==> src/rtl/stopwatch_pkg.sv <==
// rtl/stopwatch_pkg.sv - shared state enum and default parameters for the stopwatch stage
package stopwatch_pkg;

    typedef enum logic [1:0] {
        RUN    = 2'd0,
        PAUSED = 2'd1,
        SLEEP  = 2'd2
    } state_t;

    localparam int DEFAULT_MODULO      = 60;
    localparam int DEFAULT_WIDTH       = 6;
    localparam int DEFAULT_THRESHOLD   = 30;
    localparam int DEFAULT_IDLE_CYCLES = 30;

endpackage

==> src/rtl/idle_timer.sv <==
// rtl/idle_timer.sv - counts consecutive paused cycles and flags when sleep is due
module idle_timer
    import stopwatch_pkg::*;
#(
    parameter int IDLE_CYCLES = DEFAULT_IDLE_CYCLES
) (
    input  logic clk,
    input  logic reset,
    input  logic inc,
    input  logic clr,
    output logic expired
);

    localparam int CW = $clog2(IDLE_CYCLES + 1);
    localparam logic [CW-1:0] LAST = CW'(IDLE_CYCLES - 1);

    if (IDLE_CYCLES < 1) begin : g_bad_idle
        $error("idle_timer: IDLE_CYCLES must be at least 1");
    end

    logic [CW-1:0] idle_count;

    // Idle count register; clr wins over inc so a wake-up or load always restarts from zero.
    always_ff @(posedge clk or negedge reset) begin
        if (!reset) begin
            idle_count <= '0;
        end else if (clr) begin
            idle_count <= '0;
        end else if (inc) begin
            idle_count <= idle_count + 1'b1;
        end
    end

    assign expired = (idle_count == LAST);

endmodule

==> src/rtl/stopwatch_counter_stage.sv <==
// rtl/stopwatch_counter_stage.sv - cascadable modulo counter stage with pause and idle sleep
module stopwatch_counter_stage
    import stopwatch_pkg::*;
#(
    parameter int MODULO      = DEFAULT_MODULO,
    parameter int WIDTH       = DEFAULT_WIDTH,
    parameter int THRESHOLD   = DEFAULT_THRESHOLD,
    parameter int IDLE_CYCLES = DEFAULT_IDLE_CYCLES
) (
    input  logic             clk,
    input  logic             reset,
    input  logic             en_tick,
    input  logic             pause,
    input  logic             down,
    input  logic             clear,
    input  logic             load,
    input  logic [WIDTH-1:0] load_val,
    output logic [WIDTH-1:0] count,
    output logic             carry,
    output logic             at_threshold,
    output logic             power_save
);

    if (MODULO > (2 ** WIDTH)) begin : g_bad_width
        $error("stopwatch_counter_stage: MODULO does not fit in WIDTH bits");
    end

    if (MODULO < 2) begin : g_bad_modulo
        $error("stopwatch_counter_stage: MODULO must be at least 2");
    end

    localparam logic [WIDTH-1:0] TOP  = WIDTH'(MODULO - 1);
    localparam logic [WIDTH-1:0] TH_W = WIDTH'(THRESHOLD);
    localparam bit TH_REACHABLE = (THRESHOLD >= 0) && (THRESHOLD < MODULO);

    state_t           state;
    state_t           next_state;
    logic [WIDTH-1:0] count_q;
    logic [WIDTH-1:0] count_d;
    logic [WIDTH-1:0] load_sat;
    logic             count_en;
    logic             is_top;
    logic             is_bottom;
    logic             power_save_q;
    logic             idle_inc;
    logic             idle_clr;
    logic             idle_expired;

    idle_timer #(
        .IDLE_CYCLES (IDLE_CYCLES)
    ) u_idle_timer (
        .clk     (clk),
        .reset   (reset),
        .inc     (idle_inc),
        .clr     (idle_clr),
        .expired (idle_expired)
    );

    assign count_en  = (state == RUN) && !pause && en_tick;
    assign is_top    = (count_q == TOP);
    assign is_bottom = (count_q == '0);
    assign load_sat  = (load_val > TOP) ? TOP : load_val;

    // Wrap strobe for the next stage; suppressed when clear/load overrides the count.
    assign carry = count_en && !clear && !load && (down ? is_bottom : is_top);

    assign at_threshold = TH_REACHABLE && (count_q == TH_W);
    assign count        = count_q;
    assign power_save   = power_save_q;

    // Count datapath: clear beats load beats counting; direction is sampled on the counting edge.
    always_comb begin
        count_d = count_q;
        if (clear) begin
            count_d = '0;
        end else if (load) begin
            count_d = load_sat;
        end else if (count_en) begin
            if (down) begin
                count_d = is_bottom ? TOP : (count_q - 1'b1);
            end else begin
                count_d = is_top ? '0 : (count_q + 1'b1);
            end
        end
    end

    // Next-state logic and idle-timer control for RUN / PAUSED / SLEEP.
    always_comb begin
        next_state = state;
        idle_inc   = 1'b0;
        idle_clr   = 1'b0;
        case (state)
            RUN: begin
                if (pause) begin
                    next_state = PAUSED;
                    idle_clr   = 1'b1;
                end
            end
            PAUSED: begin
                if (!pause) begin
                    next_state = RUN;
                    idle_clr   = 1'b1;
                end else if (clear || load) begin
                    idle_clr   = 1'b1;
                end else if (idle_expired) begin
                    next_state = SLEEP;
                    idle_clr   = 1'b1;
                end else begin
                    idle_inc   = 1'b1;
                end
            end
            SLEEP: begin
                if (!pause) begin
                    next_state = RUN;
                    idle_clr   = 1'b1;
                end else if (clear || load) begin
                    next_state = PAUSED;
                    idle_clr   = 1'b1;
                end
            end
            default: begin
                next_state = RUN;
                idle_clr   = 1'b1;
            end
        endcase
    end

    // Single registered stage for state, count and the power-save flag.
    always_ff @(posedge clk or negedge reset) begin
        if (!reset) begin
            state        <= RUN;
            count_q      <= '0;
            power_save_q <= 1'b0;
        end else begin
            state        <= next_state;
            count_q      <= count_d;
            power_save_q <= (next_state == SLEEP);
        end
    end

endmodule

==> config.mk <==
export PLATFORM = sky130hd
export DESIGN_NAME = stopwatch_counter_stage
export DESIGN_NICKNAME = d
export VERILOG_FILES = /design/src/rtl/stopwatch_pkg.sv /design/src/rtl/idle_timer.sv /design/src/rtl/stopwatch_counter_stage.sv
export SDC_FILE = /design/constraint.sdc
export NUM_CORES = 1
export LEC_CHECK = 0
export CORE_AREA = 2 2 50 52
export DETAILED_ROUTE_END_ITERATION = 8
export DIE_AREA = 0 0 52 54
export GPL_ROUTABILITY_DRIVEN = 0
export HOLD_SLACK_MARGIN = 0.05
export PLACE_DENSITY = 0.82
export SYNTH_ARGS = -nofsm -noshare
export SYNTH_HDL_FRONTEND = slang
export SYNTH_HIERARCHICAL = 1
export SYNTH_SLANG_ARGS = --single-unit
==> constraint.sdc <==
create_clock -name clk -period 2 [get_ports clk]
set_input_delay 0.2 -clock clk [delete_from_list [all_inputs] [get_ports clk]]
set_output_delay 0.2 -clock clk [all_outputs]
set_load 0.1 [all_outputs]
# Word level (Yosys, flattened, before mapping)

Cells that the tools add are included.

Bits in registers: 14
Bits of input ports: 13
Output and inout bits: 9
Logic and storage cells: 55

Add/subtract/negate cells: 3
Order comparisons: 1
Eq/ne operators: 6
Mux-type cells: 28
Reduce and logical (&&, ||, !) cells: 13

Operators by type and width:

| cell                                              | count |
|---|---|
| two-way mux 6 bit                                 | 7 |
| two-way mux 2 bit                                 | 6 |
| two-way mux 1 bit                                 | 11 |
| two-way mux 5 bit                                 | 2 |
| adder 6 x 1 -> 6 bit (second input constant)      | 1 |
| == test 6 x 5 -> 1 bit (second input constant)    | 1 |
| == test 6 bit (second input constant)             | 1 |
| > comparator 6 bit (second input constant)        | 1 |
| zero test 6 bit                                   | 1 |
| case mux 2 bit (3 select lines)                   | 1 |
| subtractor 6 x 1 -> 6 bit (second input constant) | 1 |
| adder 5 x 1 -> 5 bit (second input constant)      | 1 |
| == test 5 bit (second input constant)             | 1 |
| logical AND 1 bit                                 | 5 |
| == test 2 bit (second input constant)             | 2 |
| zero test 1 bit                                   | 3 |
| case mux 1 bit (3 select lines)                   | 1 |
| nonzero test 3 bit                                | 1 |
| == test 2 x 1 -> 1 bit (second input constant)    | 1 |
| zero test 2 bit                                   | 1 |
| nonzero test 2 bit                                | 1 |
| logical OR 1 bit                                  | 1 |

# Logic depth before layout (Yosys ltp)

Depth after elaboration: 7
Depth in mapped cells: 8

# Modules after synthesis

Netlist, hierarchy kept.

By module, submodules not included:

| module                  | times used | cells an instance | area an instance (um^2) |
|---|---|---|---|
| stopwatch_counter_stage | 1          | 94                | 804.5 |
| idle_timer              | 1          | 25                | 279.0 |

# Worst setup path before layout

No wires, ideal clock.

Path type: reg2out
Start: register count_q[2], in the netlist count[2]
End: output port at_threshold
Arrival: 3627 ps
Required time: 1800 ps
Setup slack: -1827 ps
Cell stages (with the launch flop): 4
Path through: dfrtp_1 -> buf_2 -> nand3_1 -> nor3b_1

Word-level cells in the longest chain between the ends: 1

Ends and longest elaborated chain:

| what                   | RTL line                       | text |
|---|---|---|
| from (decl)            | stopwatch_counter_stage.sv:38  | `logic [WIDTH-1:0] count_q;` |
| from (signal assigned) | stopwatch_counter_stage.sv:136 | `count_q <= count_d;` |
| == test 6 x 5 -> 1 bit | stopwatch_counter_stage.sv:67  | `assign at_threshold = TH_REACHABLE && (count_q == TH_W);` |
| to (decl)              | stopwatch_counter_stage.sv:20  | `output logic at_threshold,` |

Every way passes these cells.

# Worst setup path in the final report

Start: register count_q[0], in the netlist count[0]
End: output port carry

Word-level cells in the longest chain between the ends: 3
Elaborated cells between the ends (all ways): 4
Those cells by class: eq/ne (1); mux (1); reduce/logical (2)

Ends and longest elaborated chain:

| what                                             | RTL line                                                     | text |
|---|---|---|
| == test 6 bit or zero test 6 bit (tied branches) | stopwatch_counter_stage.sv:60, stopwatch_counter_stage.sv:61 |  |
| two-way mux 1 bit *                              | stopwatch_counter_stage.sv:65                                | `assign carry = count_en && !clear && !load && (down ? is_bottom : is_top);` |
| logical AND 1 bit *                              | stopwatch_counter_stage.sv:65                                |  |
| to (decl)                                        | stopwatch_counter_stage.sv:19                                | `output logic carry,` |

Mark *: on every way between the ends. The rest lies on a longest branch, timed or not.

==> metrics <==
status complete, but fails checks; failing checks setup timing; R2R setup slack 180 ps; Crit Path Class flip-flop to output port; setup_tns -30.10 ps; Leak 0.5841 nW; max frequency 0.4926 GHz; TritonCTS buffer count 3; dpl cells 172; Critical Path AT 1830 ps; Final setup viols 1; Setup crit start kind flip-flop; FFs w/ async S/R, synth 100.0%; total design power 777.9 uW; min setup slack post-route -30.10 ps; max_slew headroom 56.68%; fin util 63.97%; I/O Pins 22; Clock Skews 1.787 ps; post-place setup slack 74.88 ps; CTS tree built; Congestion Overflow GR 0; crit share post-route 101.5%; placed cell area 0.001423 sq mm; Seq/Total Area, Yosys 32.33%; post-route cell area 0.001484 sq mm; Core Region 0.002320 sq mm; cell area after synthesis 0.001084 sq mm; Crit path required time 1800 ps; EDFF count, synth 0; diode count 0; Slew Viols, Final 0; TritonCTS Sinks 14; wire length per cell 15.62 um; Worst-Skew Late Latency 280 ps; PwrDens 524.2 mW/mm^2; total iterations of the first detailed-routing run 4; Die Y 54 um; Setup crit start count[0]; Final Critical Period 2030 ps; final WL 2796 um; Hold/Removal Path Class input port to async pin; maximum root-to-sink buffer count 2; area grow syn2layout 36.95%; Post-Syn Area per Cell 9.105 sq um; Worst-Margin Slew 647.8 ps; Via density 5.849; largest net degree at the start of global routing 15; RR Startpoint u_idle_timer/idle_count[0]; chip width 52 um; DRT antenna net count 0; CTS clk-pin slew, worst paths 90 ps; Mapped Cells 119; Synth Flop Type dfrtp_1; vias in the first global route 1,090; RSZ-0062 raised after global routing true; most frequent cells after synthesis dfrtp_1, nor2_1, a21oi_1; Final Hold Fails 0; Synth area leader dfrtp_1; max_cap viols 0; H-tree levels 1; IR drop worst, VDD 0.0003685 V; initial antenna violation count 0; most frequent cell after synthesis dfrtp_1; Cell Rows 18; Iter 0 DRT Violations 21; Post-Layout Cell Count 179; GRT Total Usage 21.95%; CTS Root Buffer Type clkbuf_4; HPWL after detailed placement 2146 um; DRC viols 0; via count of the routed design 1,047; Synth area leaders dfrtp_1, ha_1, xnor2_1, a21oi_1, nor2_1; Yosys cell types 44; crit path max fanout 4; CP endpoint kind output port; post-synth top area share 32.33%; Yosys warnings 6; Fin Hold WS 308.0 ps; NumNets Final 169; Net Count, Synth 138; first-pass GRT wire length 4588 um; Initial Utilization 46.71%; Die ar. 0.002808 sq mm; post-synthesis register bit count 14; Port Buf Inserts 21; layout cells sized above 1 30.87%
routing by layer:
metal	wire length [um]	track usage [%]	share of wire, %	vias up
li1	-	-	-	498
met1	1150	24.79	41	506
met2	1434	40.51	51	37
met3	144	4.722	5.2	6
met4	66	7.895	2.4	0
met5	0	0	0	-
path summary, 6_finish.rpt:
path                                         endpoint  cells past startpoint
min in group clk                             count[1]                      3
setup reg to reg           u_idle_timer/idle_count[1]                      7
hold reg to reg            u_idle_timer/idle_count[1]                      2
max in group asynchronous                    count[1]                      1
hold / removal                               count[3]                      1
setup / recovery                                carry                      5
cells in the final DEF, fill, tap and decap left out, drive strengths merged, types with 6 or more instances in the layout:
cell type,netlist,layout
ha,6,6
a21oi,9,9
buf,3,19
nand2,6,6
clkdlybuf4s50,0,12
nand3,7,7
nor2,12,12
nor3b,6,6
xnor2,6,6
dfrtp,14,14
critical path: stages (launching register included):
cell and delay, ps:
dfrtp_4 470, ha_4 160, nand2_2 40, or4b_4 520, a21oi_4 170, buf_12 190
timing repair:
action                     CTS  global route
pin swaps                    1             0
setup buffers                3             0
gates cloned                 0             0
hold buffers                 0             0
resized for setup            2             1
setup endpoints to repair    1             1
final cells by class:
cell class                      instances  area, sq um
Fill cell                             198        835.8
Multi-Input combinational cell         95        733.2
Tap cell                               30        37.54
Sequential cell                        14        370.4
Inverter                                5        18.77
Timing Repair Buffer                   31        287.8
Clock buffer                            4        36.28
state kept, by name, summed over array words and instances (netlist names):
register / flops
count: 6
state: 2
u_idle_timer/idle_count: 5
power_save: 1
cell families after synthesis:
logic type      Yosys count  share of synthesized area [%]
xor+xnor                  7                          5.658
fa+ha+maj                 6                          6.928
mux                       4                          4.734
flops                    14                          32.33
compound gates           26                          17.32
simple gates             52                          29.21
buf+inv                  10                          3.811
power by group:
| part | internal (mW) | total [mW] | switching, mW |
|---|---|---|---|
| Combinational | 0.0986 | 0.246 | 0.147 |
| Clock | 0.111 | 0.211 | 0.0999 |
| Sequential | 0.297 | 0.321 | 0.0247 |
No activity file was read; power rests on OpenSTA's default activity.
